`src/rtl/cache_types.sv`:
```
// Cache line type plus writeback-buffer FSM states and sizing constants.
package cache_types;

    typedef logic [127:0] cache_line;

    localparam int unsigned WB_MAX_DEPTH = 4;
    localparam int unsigned WB_PTR_W     = $clog2(WB_MAX_DEPTH);
    localparam int unsigned WB_CNT_W     = $clog2(WB_MAX_DEPTH + 1);

    typedef enum logic [1:0] {
        IDLE      = 2'd0,
        MEM_READ  = 2'd1,
        MEM_WRITE = 2'd2,
        RESP      = 2'd3
    } wb_state_t;

endpackage

```
`src/rtl/lc3b_types.sv`:
```
// LC-3b processor word type shared across the memory hierarchy.
package lc3b_types;

    typedef logic [15:0] lc3b_word;

endpackage

```
`src/rtl/writeback_buffer_fifo.sv`:
```
// Entry storage, FIFO pointers and address match for the writeback buffer.
// WB_READ_FORWARD_EN adds the matched-entry data output used for read forwarding.
module writeback_buffer_fifo
    import cache_types::*;
    import lc3b_types::*;
#(
    parameter int unsigned DEPTH = 2
) (
    input  logic      clk,
    input  logic      rst_n,
    input  lc3b_word  i_addr,
    input  cache_line i_data,
    input  logic      i_write,
    input  logic      i_pop,
    output lc3b_word  o_head_addr_c,
    output cache_line o_head_data_c,
    output logic      o_hit_c,
`ifdef WB_READ_FORWARD_EN
    output cache_line o_hit_data_c,
`endif
    output logic      o_full_c,
    output logic      o_empty_c
);

    logic [WB_PTR_W-1:0]     r_head;
    logic [WB_PTR_W-1:0]     r_tail;
    logic [WB_CNT_W-1:0]     r_count;
    logic [WB_MAX_DEPTH-1:0] r_valid;
    lc3b_word                r_addr [WB_MAX_DEPTH];
    cache_line               r_data [WB_MAX_DEPTH];

    logic                    w_hit;
    logic [WB_PTR_W-1:0]     w_hit_idx;
    logic                    w_push;
    logic                    w_pop;

    function automatic logic [WB_PTR_W-1:0] ptr_inc(input logic [WB_PTR_W-1:0] p);
        return (p == WB_PTR_W'(DEPTH - 1)) ? '0 : p + WB_PTR_W'(1);
    endfunction

    // Coalescing keeps valid addresses unique, so at most one entry matches.
    always_comb begin
        w_hit     = 1'b0;
        w_hit_idx = '0;
        for (int i = 0; i < int'(WB_MAX_DEPTH); i++) begin
            if (r_valid[i] && (r_addr[i] == i_addr)) begin
                w_hit     = 1'b1;
                w_hit_idx = WB_PTR_W'(i);
            end
        end
    end

    assign o_full_c      = (r_count == WB_CNT_W'(DEPTH));
    assign o_empty_c     = (r_count == '0);
    assign o_hit_c       = w_hit;
    assign o_head_addr_c = r_addr[r_head];
    assign o_head_data_c = r_data[r_head];
`ifdef WB_READ_FORWARD_EN
    assign o_hit_data_c  = r_data[w_hit_idx];
`endif

    assign w_push = i_write && !w_hit && !o_full_c;
    assign w_pop  = i_pop && !o_empty_c;

    always_ff @(posedge clk or negedge rst_n) begin
        if (!rst_n) begin
            r_head  <= '0;
            r_tail  <= '0;
            r_count <= '0;
            r_valid <= '0;
        end else begin
            if (w_push) begin
                r_valid[r_tail] <= 1'b1;
                r_tail          <= ptr_inc(r_tail);
            end
            if (w_pop) begin
                r_valid[r_head] <= 1'b0;
                r_head          <= ptr_inc(r_head);
            end
            case ({w_push, w_pop})
                2'b10:   r_count <= r_count + WB_CNT_W'(1);
                2'b01:   r_count <= r_count - WB_CNT_W'(1);
                default: r_count <= r_count;
            endcase
        end
    end

    // Payload storage needs no reset; valid bits gate every use.
    always_ff @(posedge clk) begin
        if (w_push) begin
            r_addr[r_tail] <= i_addr;
            r_data[r_tail] <= i_data;
        end else if (i_write && w_hit) begin
            r_data[w_hit_idx] <= i_data;
        end
    end

endmodule

```
`src/rtl/writeback_buffer.sv`:
```
// Writeback buffer between victim cache and physical memory: FSM and muxing.
// Define WB_READ_FORWARD_EN to answer reads that hit a buffered line directly.
module writeback_buffer
    import cache_types::*;
    import lc3b_types::*;
#(
    parameter int unsigned DEPTH = 2
) (
    input  logic      clk,
    input  logic      rst_n,
    input  lc3b_word  mem_address,
    input  cache_line mem_wdata,
    input  logic      mem_read,
    input  logic      mem_write,
    output cache_line mem_rdata,
    output logic      mem_resp,
    input  cache_line pmem_rdata,
    input  logic      pmem_resp,
    output lc3b_word  pmem_address,
    output cache_line pmem_wdata,
    output logic      pmem_read,
    output logic      pmem_write
);

    wb_state_t r_state;
    wb_state_t w_state_nxt;
    cache_line r_mem_rdata;
    cache_line w_mem_rdata_nxt;
    logic      r_mem_resp;
    logic      w_mem_resp_nxt;
    lc3b_word  r_pmem_address;
    lc3b_word  w_pmem_address_nxt;
    cache_line r_pmem_wdata;
    cache_line w_pmem_wdata_nxt;
    logic      r_pmem_read;
    logic      w_pmem_read_nxt;
    logic      r_pmem_write;
    logic      w_pmem_write_nxt;

    logic      w_fifo_write;
    logic      w_fifo_pop;
    lc3b_word  w_head_addr;
    cache_line w_head_data;
    logic      w_hit;
    logic      w_full;
    logic      w_empty;
`ifdef WB_READ_FORWARD_EN
    cache_line w_hit_data;
`endif

    writeback_buffer_fifo #(
        .DEPTH(DEPTH)
    ) u_fifo (
        .clk           (clk),
        .rst_n         (rst_n),
        .i_addr        (mem_address),
        .i_data        (mem_wdata),
        .i_write       (w_fifo_write),
        .i_pop         (w_fifo_pop),
        .o_head_addr_c (w_head_addr),
        .o_head_data_c (w_head_data),
        .o_hit_c       (w_hit),
`ifdef WB_READ_FORWARD_EN
        .o_hit_data_c  (w_hit_data),
`endif
        .o_full_c      (w_full),
        .o_empty_c     (w_empty)
    );

    always_ff @(posedge clk or negedge rst_n) begin
        if (!rst_n) begin
            r_state        <= IDLE;
            r_mem_rdata    <= '0;
            r_mem_resp     <= 1'b0;
            r_pmem_address <= '0;
            r_pmem_wdata   <= '0;
            r_pmem_read    <= 1'b0;
            r_pmem_write   <= 1'b0;
        end else begin
            r_state        <= w_state_nxt;
            r_mem_rdata    <= w_mem_rdata_nxt;
            r_mem_resp     <= w_mem_resp_nxt;
            r_pmem_address <= w_pmem_address_nxt;
            r_pmem_wdata   <= w_pmem_wdata_nxt;
            r_pmem_read    <= w_pmem_read_nxt;
            r_pmem_write   <= w_pmem_write_nxt;
        end
    end

    // Reads win over drains; a read that hits the buffer without forwarding
    // drains the head repeatedly until the hit is gone, then goes to memory.
    always_comb begin
        w_state_nxt        = r_state;
        w_mem_rdata_nxt    = r_mem_rdata;
        w_mem_resp_nxt     = 1'b0;
        w_pmem_address_nxt = r_pmem_address;
        w_pmem_wdata_nxt   = r_pmem_wdata;
        w_pmem_read_nxt    = r_pmem_read;
        w_pmem_write_nxt   = r_pmem_write;
        w_fifo_write       = 1'b0;
        w_fifo_pop         = 1'b0;

        case (r_state)
            IDLE: begin
                if (mem_read) begin
`ifdef WB_READ_FORWARD_EN
                    if (w_hit) begin
                        w_mem_rdata_nxt = w_hit_data;
                        w_mem_resp_nxt  = 1'b1;
                        w_state_nxt     = RESP;
                    end else begin
                        w_pmem_read_nxt    = 1'b1;
                        w_pmem_address_nxt = mem_address;
                        w_state_nxt        = MEM_READ;
                    end
`else
                    if (w_hit) begin
                        w_pmem_write_nxt   = 1'b1;
                        w_pmem_address_nxt = w_head_addr;
                        w_pmem_wdata_nxt   = w_head_data;
                        w_state_nxt        = MEM_WRITE;
                    end else begin
                        w_pmem_read_nxt    = 1'b1;
                        w_pmem_address_nxt = mem_address;
                        w_state_nxt        = MEM_READ;
                    end
`endif
                end else if (mem_write && (w_hit || !w_full)) begin
                    w_fifo_write   = 1'b1;
                    w_mem_resp_nxt = 1'b1;
                    w_state_nxt    = RESP;
                end else if (!w_empty) begin
                    w_pmem_write_nxt   = 1'b1;
                    w_pmem_address_nxt = w_head_addr;
                    w_pmem_wdata_nxt   = w_head_data;
                    w_state_nxt        = MEM_WRITE;
                end
            end
            MEM_READ: begin
                if (pmem_resp) begin
                    w_pmem_read_nxt = 1'b0;
                    w_mem_rdata_nxt = pmem_rdata;
                    w_mem_resp_nxt  = 1'b1;
                    w_state_nxt     = RESP;
                end
            end
            MEM_WRITE: begin
                if (pmem_resp) begin
                    w_pmem_write_nxt = 1'b0;
                    w_fifo_pop       = 1'b1;
                    w_state_nxt      = IDLE;
                end
            end
            RESP: begin
                w_state_nxt = IDLE;
            end
            default: begin
                w_state_nxt = IDLE;
            end
        endcase
    end

    assign mem_rdata    = r_mem_rdata;
    assign mem_resp     = r_mem_resp;
    assign pmem_address = r_pmem_address;
    assign pmem_wdata   = r_pmem_wdata;
    assign pmem_read    = r_pmem_read;
    assign pmem_write   = r_pmem_write;

endmodule

```
`config.mk`:
```
export PLATFORM = sky130hd
export DESIGN_NAME = writeback_buffer
export DESIGN_NICKNAME = d
export VERILOG_FILES = /design/src/rtl/cache_types.sv /design/src/rtl/lc3b_types.sv /design/src/rtl/writeback_buffer_fifo.sv /design/src/rtl/writeback_buffer.sv
export SDC_FILE = /design/constraint.sdc
export NUM_CORES = 1
export LEC_CHECK = 0
export ABC_CLOCK_PERIOD_IN_PS = 11700
export CORE_MARGIN = 4
export CORE_UTILIZATION = 45
export DETAILED_ROUTE_END_ITERATION = 8
export GPL_ROUTABILITY_DRIVEN = 0
export GPL_TIMING_DRIVEN = 0
export PLACE_DENSITY = 0.82
export SLEW_MARGIN = 5
export SYNTH_ARGS = -nofsm -noshare
export SYNTH_HDL_FRONTEND = slang
export SYNTH_HIERARCHICAL = 1
export SYNTH_SLANG_ARGS = --single-unit
```
`constraint.sdc`:
```
create_clock -name clk -period 11.7 [get_ports clk]
set_input_delay 1.755 -clock clk [delete_from_list [all_inputs] [get_ports clk]]
set_output_delay 1.755 -clock clk [all_outputs]
set_load 0.02 [all_outputs]
```
### Yosys cells after proc, flatten, opt, wreduce, memory -nomap -nowiden

Memory sizes are Yosys's and may differ from the RTL's.
Cells that the tools add are included.

* $add $sub $neg: 4
* magnitude comparators: 4
* equal/unequal tests: 23
* muxes and demuxes: 54
* bitwise gates (word level): 3
* reductions and logical operators: 27

Operators by type and width (count)
* 2-to-1 mux 128 bit: 5
* OR reduction 128 bit: 1
* equality test 16 bit: 4
* 2-to-1 mux 16 bit: 4
* 2-to-1 mux 1 bit: 25
* 2-to-1 mux 2 bit: 11
* inequality test 2 bit (second input constant): 6
* logical AND 1 bit: 11
* equality test 2 x 1 -> 1 bit (second input constant): 4
* 2-to-1 mux 4 bit: 2
* case mux 2 bit (4 select lines): 1
* AND reduction 4 bit: 2
* equality test 2 bit (second input constant): 3
* less-than comparator 2 x 3 -> 1 bit (second input constant): 2
* inequality test 3 bit (second input constant): 2
* case mux 1 bit (2 select lines): 3
* case mux 3 bit (2 select lines): 1
* AND reduction 3 bit: 2
* nonzero test 2 bit: 3
* AND reduction 5 bit: 1
* adder 2 x 1 -> 2 bit (second input constant): 2
* AND 4 bit: 1
* demux 1 bit (select 2 bit): 2
* >= comparator 2 x 1 -> 1 bit (second input constant): 2
* 13 further kinds: 15

* register bits after elaboration: 288
* memory bits (writable): 576
* bits of input ports: 277
* output and inout bits: 275
* word-level logic and storage cells: 128
* memories: 2

Memories
* u_fifo.r_data: depth 4, bits a word 128, rd ports 1, clocked after Yosys merged registers in 0, write ports 1, line writeback_buffer_fifo.sv:30 `cache_line r_data [WB_MAX_DEPTH];`
* u_fifo.r_addr: depth 4, bits a word 16, rd ports 5, clocked after Yosys merged registers in 0, write ports 1, line writeback_buffer_fifo.sv:29 `lc3b_word r_addr [WB_MAX_DEPTH];`

### Longest topological paths before layout

Gate-level depths: netlist (run 1).
An unclocked memory read counts as a cell.

* depth in word-level cells: 18
* mapped depth: 16
* gate-level depth less buffers: 15

### By module

The synthesis (run 1) kept the hierarchy.

Modules (own cells, without submodules)
* writeback_buffer_fifo: instances 1, cells an instance 915, area an instance 22097.4 µm², sequential area each 17571.9 µm²
* writeback_buffer: instances 1, cells an instance 927, area an instance 11061.9 µm², sequential area each 6931.6 µm²

### Least setup slack after synthesis (run 1)

No wires, ideal clock.

* path kind: input to register
* from: input mem_address[4]
* to: memory u_fifo/r_data[0][0] in the netlist's numbering, enable pin
* library setup time: 0.798 ns
* arrival time: 12.678 ns
* data required time: 10.902 ns
* setup slack: -1.776 ns
* stages: 11
* buffers on the path: 0
* cells stage by stage: xnor2_1 > nand4_1 > nor4_4 > a22oi_2 > inv_1 > or2_2 > nand2b_1 > and3_1 > inv_1 > o21a_1 > nor3b_1

* cells in the longest elaborated chain, start to end: 17
* elaborated cells between the ends (all ways): 32
* those cells by class: eq/ne (4); mux (17); reduce/logical (11)

RTL lines
* from (decl): line writeback_buffer.sv:11 `input lc3b_word mem_address,`
* equality test 16 bit: line writeback_buffer_fifo.sv:46 `if (r_valid[i] && (r_addr[i] == i_addr)) begin`
* logical AND 1 bit: line writeback_buffer_fifo.sv:46
* 2-to-1 mux 1 bit (3 in a row): line writeback_buffer_fifo.sv:46
* 2-to-1 mux 1 bit *: line writeback_buffer_fifo.sv:46
* net w_hit: line writeback_buffer.sv:44 `logic w_hit;`
* logical OR 1 bit *: line writeback_buffer.sv:128 `end else if (mem_write && (w_hit || !w_full)) begin`
* logical AND 1 bit *: line writeback_buffer.sv:128
* 2-to-1 mux 1 bit *: line writeback_buffer.sv:128
* 2-to-1 mux 1 bit *: line writeback_buffer.sv:105 `if (mem_read) begin`
* 2-to-1 mux 1 bit *: line writeback_buffer.sv:103 `case (r_state)`
* net w_fifo_write: line writeback_buffer.sv:40 `logic w_fifo_write;`
* logical AND 1 bit (on tied branches): line writeback_buffer_fifo.sv:93, writeback_buffer_fifo.sv:62
* 2-to-1 mux 1 bit / logical AND 1 bit (equally long branches): line writeback_buffer_fifo.sv:93, writeback_buffer_fifo.sv:62
* 2-to-1 mux 1 bit: line writeback_buffer_fifo.sv:90 `if (w_push) begin`
* 2-to-1 mux 1 bit (not written as such): line writeback_buffer_fifo.sv:94 `r_data[w_hit_idx] <= i_data;`
* OR reduction 128 bit (no source line)
* 2-to-1 mux 2 bit (no source line) / 2-to-1 mux 1 bit (equally long branches)
* to (decl): line writeback_buffer_fifo.sv:30

Mark *: on every way through the listed nets, which the timed path passes. The rest lies on a longest branch.

### Worst setup path in the final report (run 1)

* from: input mem_address[0]
* to: memory u_fifo/r_data[0][30] in the netlist's numbering, enable pin

The elaborated chain is that of the path after synthesis.

==> results of run 1 <==
[metal layers]
metal	track usage, %	vias to the layer above
met3	6.376	181
met2	37.74	903
met1	26.56	10020
met4	9.350	10
li1	-	8503
met5	0	-
[worst min path at each step]
| stage | start | to | depth (start not counted) |
|---|---|---|---|
| floorplan | u_fifo/r_valid[2]$_DFF_PN0_ | u_fifo/r_valid[2]$_DFF_PN0_ | 2 |
| global placement | pmem_address[14]$_DFFE_PN0P_ | pmem_address[14]$_DFFE_PN0P_ | 1 |
| detailed placement | pmem_address[13]$_DFFE_PN0P_ | pmem_address[13]$_DFFE_PN0P_ | 1 |
| CTS | pmem_address[13]$_DFFE_PN0P_ | pmem_address[13]$_DFFE_PN0P_ | 1 |
| global route | pmem_address[14]$_DFFE_PN0P_ | pmem_address[14]$_DFFE_PN0P_ | 1 |
| finish | pmem_address[13]$_DFFE_PN0P_ | pmem_address[13]$_DFFE_PN0P_ | 1 |
[worst reg2reg max path: stages, from the launching register on]
cell,delay (ps)
edfxtp_1,410
xor2_1,180
nor4_1,440
nand4_1,330
o22ai_2,300
or2_2,210
nand2b_1,240
and3_1,260
inv_1,150
o21a_1,270
nor3b_4,720
buf_8,280
buf_8,200
buf_8,210
buf_8,200
[kinds of logic (layout without fill, tap and decap cells)]
kind of cell    after synthesis  in the layout  synth area share [%]
compound gates              157            157                 3.166
xor+xnor                     69             69                 1.823
fa+ha+maj                     2              2               0.09810
buf+inv                     124            889                 1.717
flops                       864            864                 73.90
mux                         305            305                 15.24
other cells                   0             14                     0
simple gates                321            321                 4.056
[power breakdown]
group	internal [uW]	switching [uW]
combinational	1730	1840
clock	1620	1200
sequential	3850	331
total	7200	3370
[layout make-up]
type	instances	area [sq um]	share of cell area (%)
Antenna cell	14	35.03	0.08018
Buffer	113	530.5	1.214
Clock buffer	130	2564	5.868
Clock inverter	39	437.9	1.002
Inverter	11	41.29	0.09450
Multi-Input combinational cell	854	8150	18.65
Sequential cell	864	24500	56.08
Tap cell	959	1200	2.746
Timing Repair Buffer	596	6231	14.26
[state kept, by name, summed over array words and instances, names as in the netlist, 2 cells and up]
name / flops
pmem_address: 16
mem_rdata: 128
r_state: 2
u_fifo/r_count: 3
u_fifo/r_data: 512
u_fifo/r_addr: 64
u_fifo/r_head: 2
u_fifo/r_valid: 4
pmem_wdata: 128
u_fifo/r_tail: 2
[per-stage QoR]
| stage | power (uW) | cells |
|---|---|---|
| after floorplan | 6114 | 1842 |
| after global placement | 7700 | 3351 |
| after detailed placement | 7815 | 3397 |
| after CTS | 10680 | 3566 |
| after global routing | 11050 | 3579 |
| final | 10570 | 3580 |
[synthesized netlist by cell type, types with 11 or more instances]
| master | n |
|---|---|
| inv_1 | 11 |
| edfxtp_1 | 576 |
| clkbuf_1 | 54 |
| nand2_1 | 266 |
| mux2_2 | 155 |
| dfrtp_1 | 288 |
| buf_4 | 14 |
| mux4_2 | 144 |
| xnor2_1 | 37 |
| o22ai_1 | 129 |
| buf_2 | 35 |
| xor2_1 | 32 |
==> impl_metrics.csv, run 1 <==
group,metric,value,unit
run_status,status,"complete, no violations",
setup_path,required,12050,ps
synthesis,synth_top_cell_by_area,"edfxtp_1",
clock_network,cts_tree,"done",
grt,grt_pass1_wl,130.6,mm
clock_network,cts.sinks,864,
sta,rsz0062_at_grt,"no",
setup_path,path_cells,"clkdlybuf4s50_1 -> xor2_1 -> nor4_1 -> nand4_1 -> o22ai_2 -> or2_2 -> nand2b_1 -> and3_1 -> inv_1 -> o21a_1 -> nor3b_4 -> buf_8 -> buf_8 -> buf_8 -> buf_8",
clock_network,cts.repair.resized,0,
setup_path,crit_top_cell,"buf_8",
synthesis,synth-main-ff-cell,"edfxtp_1",
setup_path,worstSetupEndpoint,"u_fifo/r_data[0][30]$_DFFE_PP_",
setup_path,endpoint_kind,"flop",
placed_design,dpl_cell_area,40660,sq um
drt,drc,0,
synthesis,synthArstFlopShare,33.33,%
setup_path,slowest_stage,"nor3b_4",
final_layout,layout_commonest_cell,"edfxtp_1",
die,fp.dieH,279.5,um
setup_path,crit_path_max_fanout,16,
drt,top_layer_used,"met5",
synthesis,ys_seq_elements,864,
sta,min_period_over_period,52.09,%
drt,vias,19620,
synthesis,ys_seq_area_share,73.90,%
power_and_ir_drop,power_density,241.8,nW/um^2
sta,skew,55.45,ps
die,dieArea,78100,sq um
setup_path,cp.arrival,6440,ps
grt,antenna_found_initial,21,
setup_path,ff2ff_setup_slack,7040,ps
placed_design,dpl_worst_slack,4939,ps
grt,grt_max_degree,120,
setup_path,critPathBufInv,6,
drt,drt_wl_total,87.79,mm
setup_path,rr_worst_depth,14,
die,die_x,279.5,um
clock_network,clk_pin_slew,60,ps
setup_path,reg2reg_from,"u_fifo/r_addr[0][1]$_DFFE_PP_",
sta,period_minus_slack,6094,ps
grt,first_global_vias,20810,
sta,worst_slack,5606,ps
drt,wl_met2,44.95,mm
setup_path,cp_top_family,"simple AND/OR/NAND/NOR gates",
final_layout,layout_common_cells,"edfxtp_1 (576), clkdlybuf4s50_1 (549), dfrtp_1 (288), nand2_1 (266), mux2_2 (155)",
clock_network,htree_levels,3,
clock_network,ctsHoldBuffers,0,
drt,wl_per_cell,24.52,um
final_layout,nFillCells,5145,
synthesis,synth_nets,2121,
sta,fmax,0.1641,GHz
die,ios,552,
synthesis,synth_cells,1842,
clock_network,numCtsBuffers,90,
final_layout,final_cell_area,43690,sq um
flow_run,maxCapViolCount,0,
synthesis,synth_area_leaders,"edfxtp_1 (52%), dfrtp_1 (22%), mux4_2 (9.8%)",
synthesis,yosys_warnings,6,
grt,grt_usage,22.13,%
power_and_ir_drop,max-vdd-ir-drop,184.3,uV
drt,drtIter0Drc,1348,
sta,drv_slew,0,
synthesis,synth-edff-count,576,
setup_path,path_depth,15,
setup_path,startpoint,"mem_address[0]",
clock_network,clock_path_buffers,3,
power_and_ir_drop,power.leakage,0.01561,uW
synthesis,avgSynthCellArea,18.00,sq um
placed_design,hpwl,62.18,mm
die,core_area,72960,sq um
drt,m1WireLength,31.71,mm
final_layout,final_core_util,59.89,%
drt,vias_per_cell,5.480,
clock_network,clkLatencyLatePin,660,ps
drt,met3WireLength,7.702,mm
synthesis,yosysTopAreaCellShare,52.16,%
synthesis,synth_cell_types,51,
placed_design,io_buffers,550,
grt,grt_overflow,0,
die,start_util,45.45,%
sta,fin_tns_setup,0,ps
final_layout,syn_to_final_growth,31.77,%
min_path,hold_path.class,"flop to flop",
sta,slew_headroom,8.824,%
setup_path,worstSetupStartpointType,"input port",
setup_path,r2r_end,"u_fifo/r_data[0][30]$_DFFE_PP_",
setup_path,critPathMaxStageDelay,720,ps
clock_network,cts_setup_buffers,0,
sta,worstMarginPinSlew,1368,ps
sta,whs,492.9,ps
final_layout,layout.nets,2809,
final_layout,layout-drive-gt1-share,21.10,%
setup_path,criticalPathCategory,"input port to flop",
drt,drtAntennaViolNets,0,
die,rows,99,
clock_network,root_buffer,"clkbuf_16",
sta,finalSetupViolCount,0,
synthesis,syn_area,33160,sq um
drt,dr.pass1.iters,5,
sta,hold_violations,0,
Power figures use the tool's default switching activity.
==> run 2: changes to the inputs <==
Settings changed: ABC_CLOCK_PERIOD_IN_PS 11700 to 6350, PLACE_DENSITY 0.82 to 0.79.
Clock period 11.7 ns to 6.35 ns, I/O delays scaled along.
==> impl_metrics.csv, run 2 (same netlist as run 1, synthesis figures left out) <==
group,metric,value,unit
run_status,status,"complete, no violations",
sta,worst_slack,1350,ps
sta,skew,44.62,ps
grt,grt_usage,22.17,%
final_layout,final_core_util,60.15,%
die,dieArea,78100,sq um
clock_network,clock_path_buffers,3,
clock_network,numCtsBuffers,88,
final_layout,layout.nets,2810,
setup_path,ff2ff_setup_slack,1940,ps
sta,drv_slew,0,
die,die_x,279.5,um
flow_run,maxCapViolCount,0,
final_layout,nFillCells,5140,
drt,vias,19590,
die,rows,99,
setup_path,worstSetupStartpointType,"input port",
drt,drtIter0Drc,1406,
sta,min_period_over_period,78.75,%
drt,vias_per_cell,5.473,
setup_path,critPathBufInv,7,
drt,wl_per_cell,24.61,um
final_layout,largest_reg_flops,512,
setup_path,r2r_end,"u_fifo/r_data[0][41]$_DFFE_PP_",
clock_network,cts_tree,"done",
grt,grt_pass1_wl,130.9,mm
final_layout,multiInputGateArea,8225,sq um
setup_path,reg2reg_from,"u_fifo/r_addr[3][4]$_DFFE_PP_",
clock_network,cts.repair.resized,0,
setup_path,required,6700,ps
sta,hold_violations,0,
grt,grt_overflow,0,
setup_path,cp_top_family,"simple AND/OR/NAND/NOR gates",
drt,drc,0,
placed_design,hpwl,62.78,mm
sta,worstMarginPinSlew,1264,ps
die,start_util,45.45,%
grt,grt_max_degree,121,
clock_network,clkLatencyLatePin,650,ps
sta,slew_headroom,15.77,%
final_layout,layout_common_cells,"edfxtp_1 (576), clkdlybuf4s50_1 (549), dfrtp_1 (288), nand2_1 (266), mux2_2 (155)",
die,fp.dieH,279.5,um
final_layout,syn_to_final_growth,32.35,%
setup_path,criticalPathCategory,"input port to flop",
placed_design,io_buffers,550,
setup_path,slowest_stage,"nor3b_4",
power_and_ir_drop,power_density,446.8,nW/um^2
sta,fmax,0.2000,GHz
clock_network,clk_pin_slew,60,ps
drt,drtAntennaViolNets,0,
power_and_ir_drop,power.leakage,0.01571,uW
drt,drt_wl_total,88.11,mm
drt,dr.pass1.iters,6,
sta,fin_tns_setup,0,ps
clock_network,ctsHoldBuffers,0,
sta,period_minus_slack,5000,ps
grt,antenna_found_initial,25,
setup_path,crit_path_max_fanout,15,
final_layout,layout-drive-gt1-share,21.75,%
clock_network,root_buffer,"clkbuf_16",
clock_network,htree_levels,3,
die,core_area,72960,sq um
sta,rsz0062_at_grt,"no",
min_path,hold_path.class,"input port to async pin",
final_layout,largest_register,"u_fifo/r_data",
setup_path,cp.arrival,5350,ps
clock_network,cts_setup_buffers,0,
grt,first_global_vias,20890,
die,ios,552,
placed_design,dpl_worst_slack,812.9,ps
final_layout,seq_area,24500,sq um
setup_path,endpoint_kind,"flop",
setup_path,crit_top_cell,"buf_8",
sta,finalSetupViolCount,0,
clock_network,cts.sinks,864,
power_and_ir_drop,max-vdd-ir-drop,387.8,uV
setup_path,critPathMaxStageDelay,680,ps
power_and_ir_drop,total_power,19610,uW
final_layout,layout_commonest_cell,"edfxtp_1",
setup_path,rr_worst_depth,15,
setup_path,path_cells,"clkdlybuf4s50_1 -> xnor2_1 -> nand4_1 -> nor4_1 -> a22oi_2 -> inv_1 -> or2_4 -> nand2b_4 -> and3_4 -> inv_4 -> o21a_4 -> nor3b_4 -> buf_16 -> buf_8 -> buf_8 -> buf_8",
run 2: cell count changes in the layout (fill, tap and decap cells not counted), sizes merged:
| cell | before | now |
|---|---|---|
| clkinv | 30 | 32 |
| inv | 16 | 14 |
| buf | 106 | 109 |
| clkinvlp | 1 | 2 |
| clkbuf | 184 | 175 |
| bufinv | 3 | 8 |
run 2: final cells by class:
| cell class | instances | area share (%) |
|---|---|---|
| Buffer | 113 | 1.209 |
| Tap cell | 959 | 2.734 |
| Multi-Input combinational cell | 854 | 18.74 |
| Timing Repair Buffer | 599 | 14.39 |
| Clock buffer | 121 | 5.619 |
| Clock inverter | 45 | 1.292 |
| Sequential cell | 864 | 55.83 |
| Inverter | 11 | 0.09979 |
| Antenna cell | 14 | 0.07983 |
run 2: stage by stage:
stage               hold slack (ps)  std cells  instance area [sq um]
floorplan                     446.9       1842                  33280
global placement              472.8       3351                  39990
detailed placement            480.0       3400                  40820
CTS                           266.7       3566                  43850
global route                  295.2       3575                  43870
finish                        283.1       3580                  43890
run 2: worst max path at each step:
| stage | from | end | cells after the start |
|---|---|---|---|
| final | mem_address[4] | u_fifo/r_data[0][41]$_DFFE_PP_ | 16 |
| after global routing | mem_address[3] | u_fifo/r_data[0][34]$_DFFE_PP_ | 16 |
| after CTS | mem_address[3] | u_fifo/r_data[0][45]$_DFFE_PP_ | 16 |
| after detailed placement | mem_address[3] | u_fifo/r_data[0][32]$_DFFE_PP_ | 16 |
| after global placement | rst_n | pmem_address[5]$_DFFE_PN0P_ | 1 |
| after floorplan | mem_address[13] | u_fifo/r_data[2][0]$_DFFE_PP_ | 11 |
run 2: power breakdown:
group	internal [uW]	switching, uW
logic	3200	3420
registers	7090	594
clock network	3090	2210
run 2: layer usage:
metal  global-route usage, %  up-vias  part of all wire (%)  wire length (um)
li1                        -     8516                     -                 -
met1                   27.24    10020                    36             32020
met2                   37.51      857                    51             44520
met3                   6.026      191                   9.1              8041
met4                   9.091       12                   3.9              3427
met5                       0        -                  0.10                92
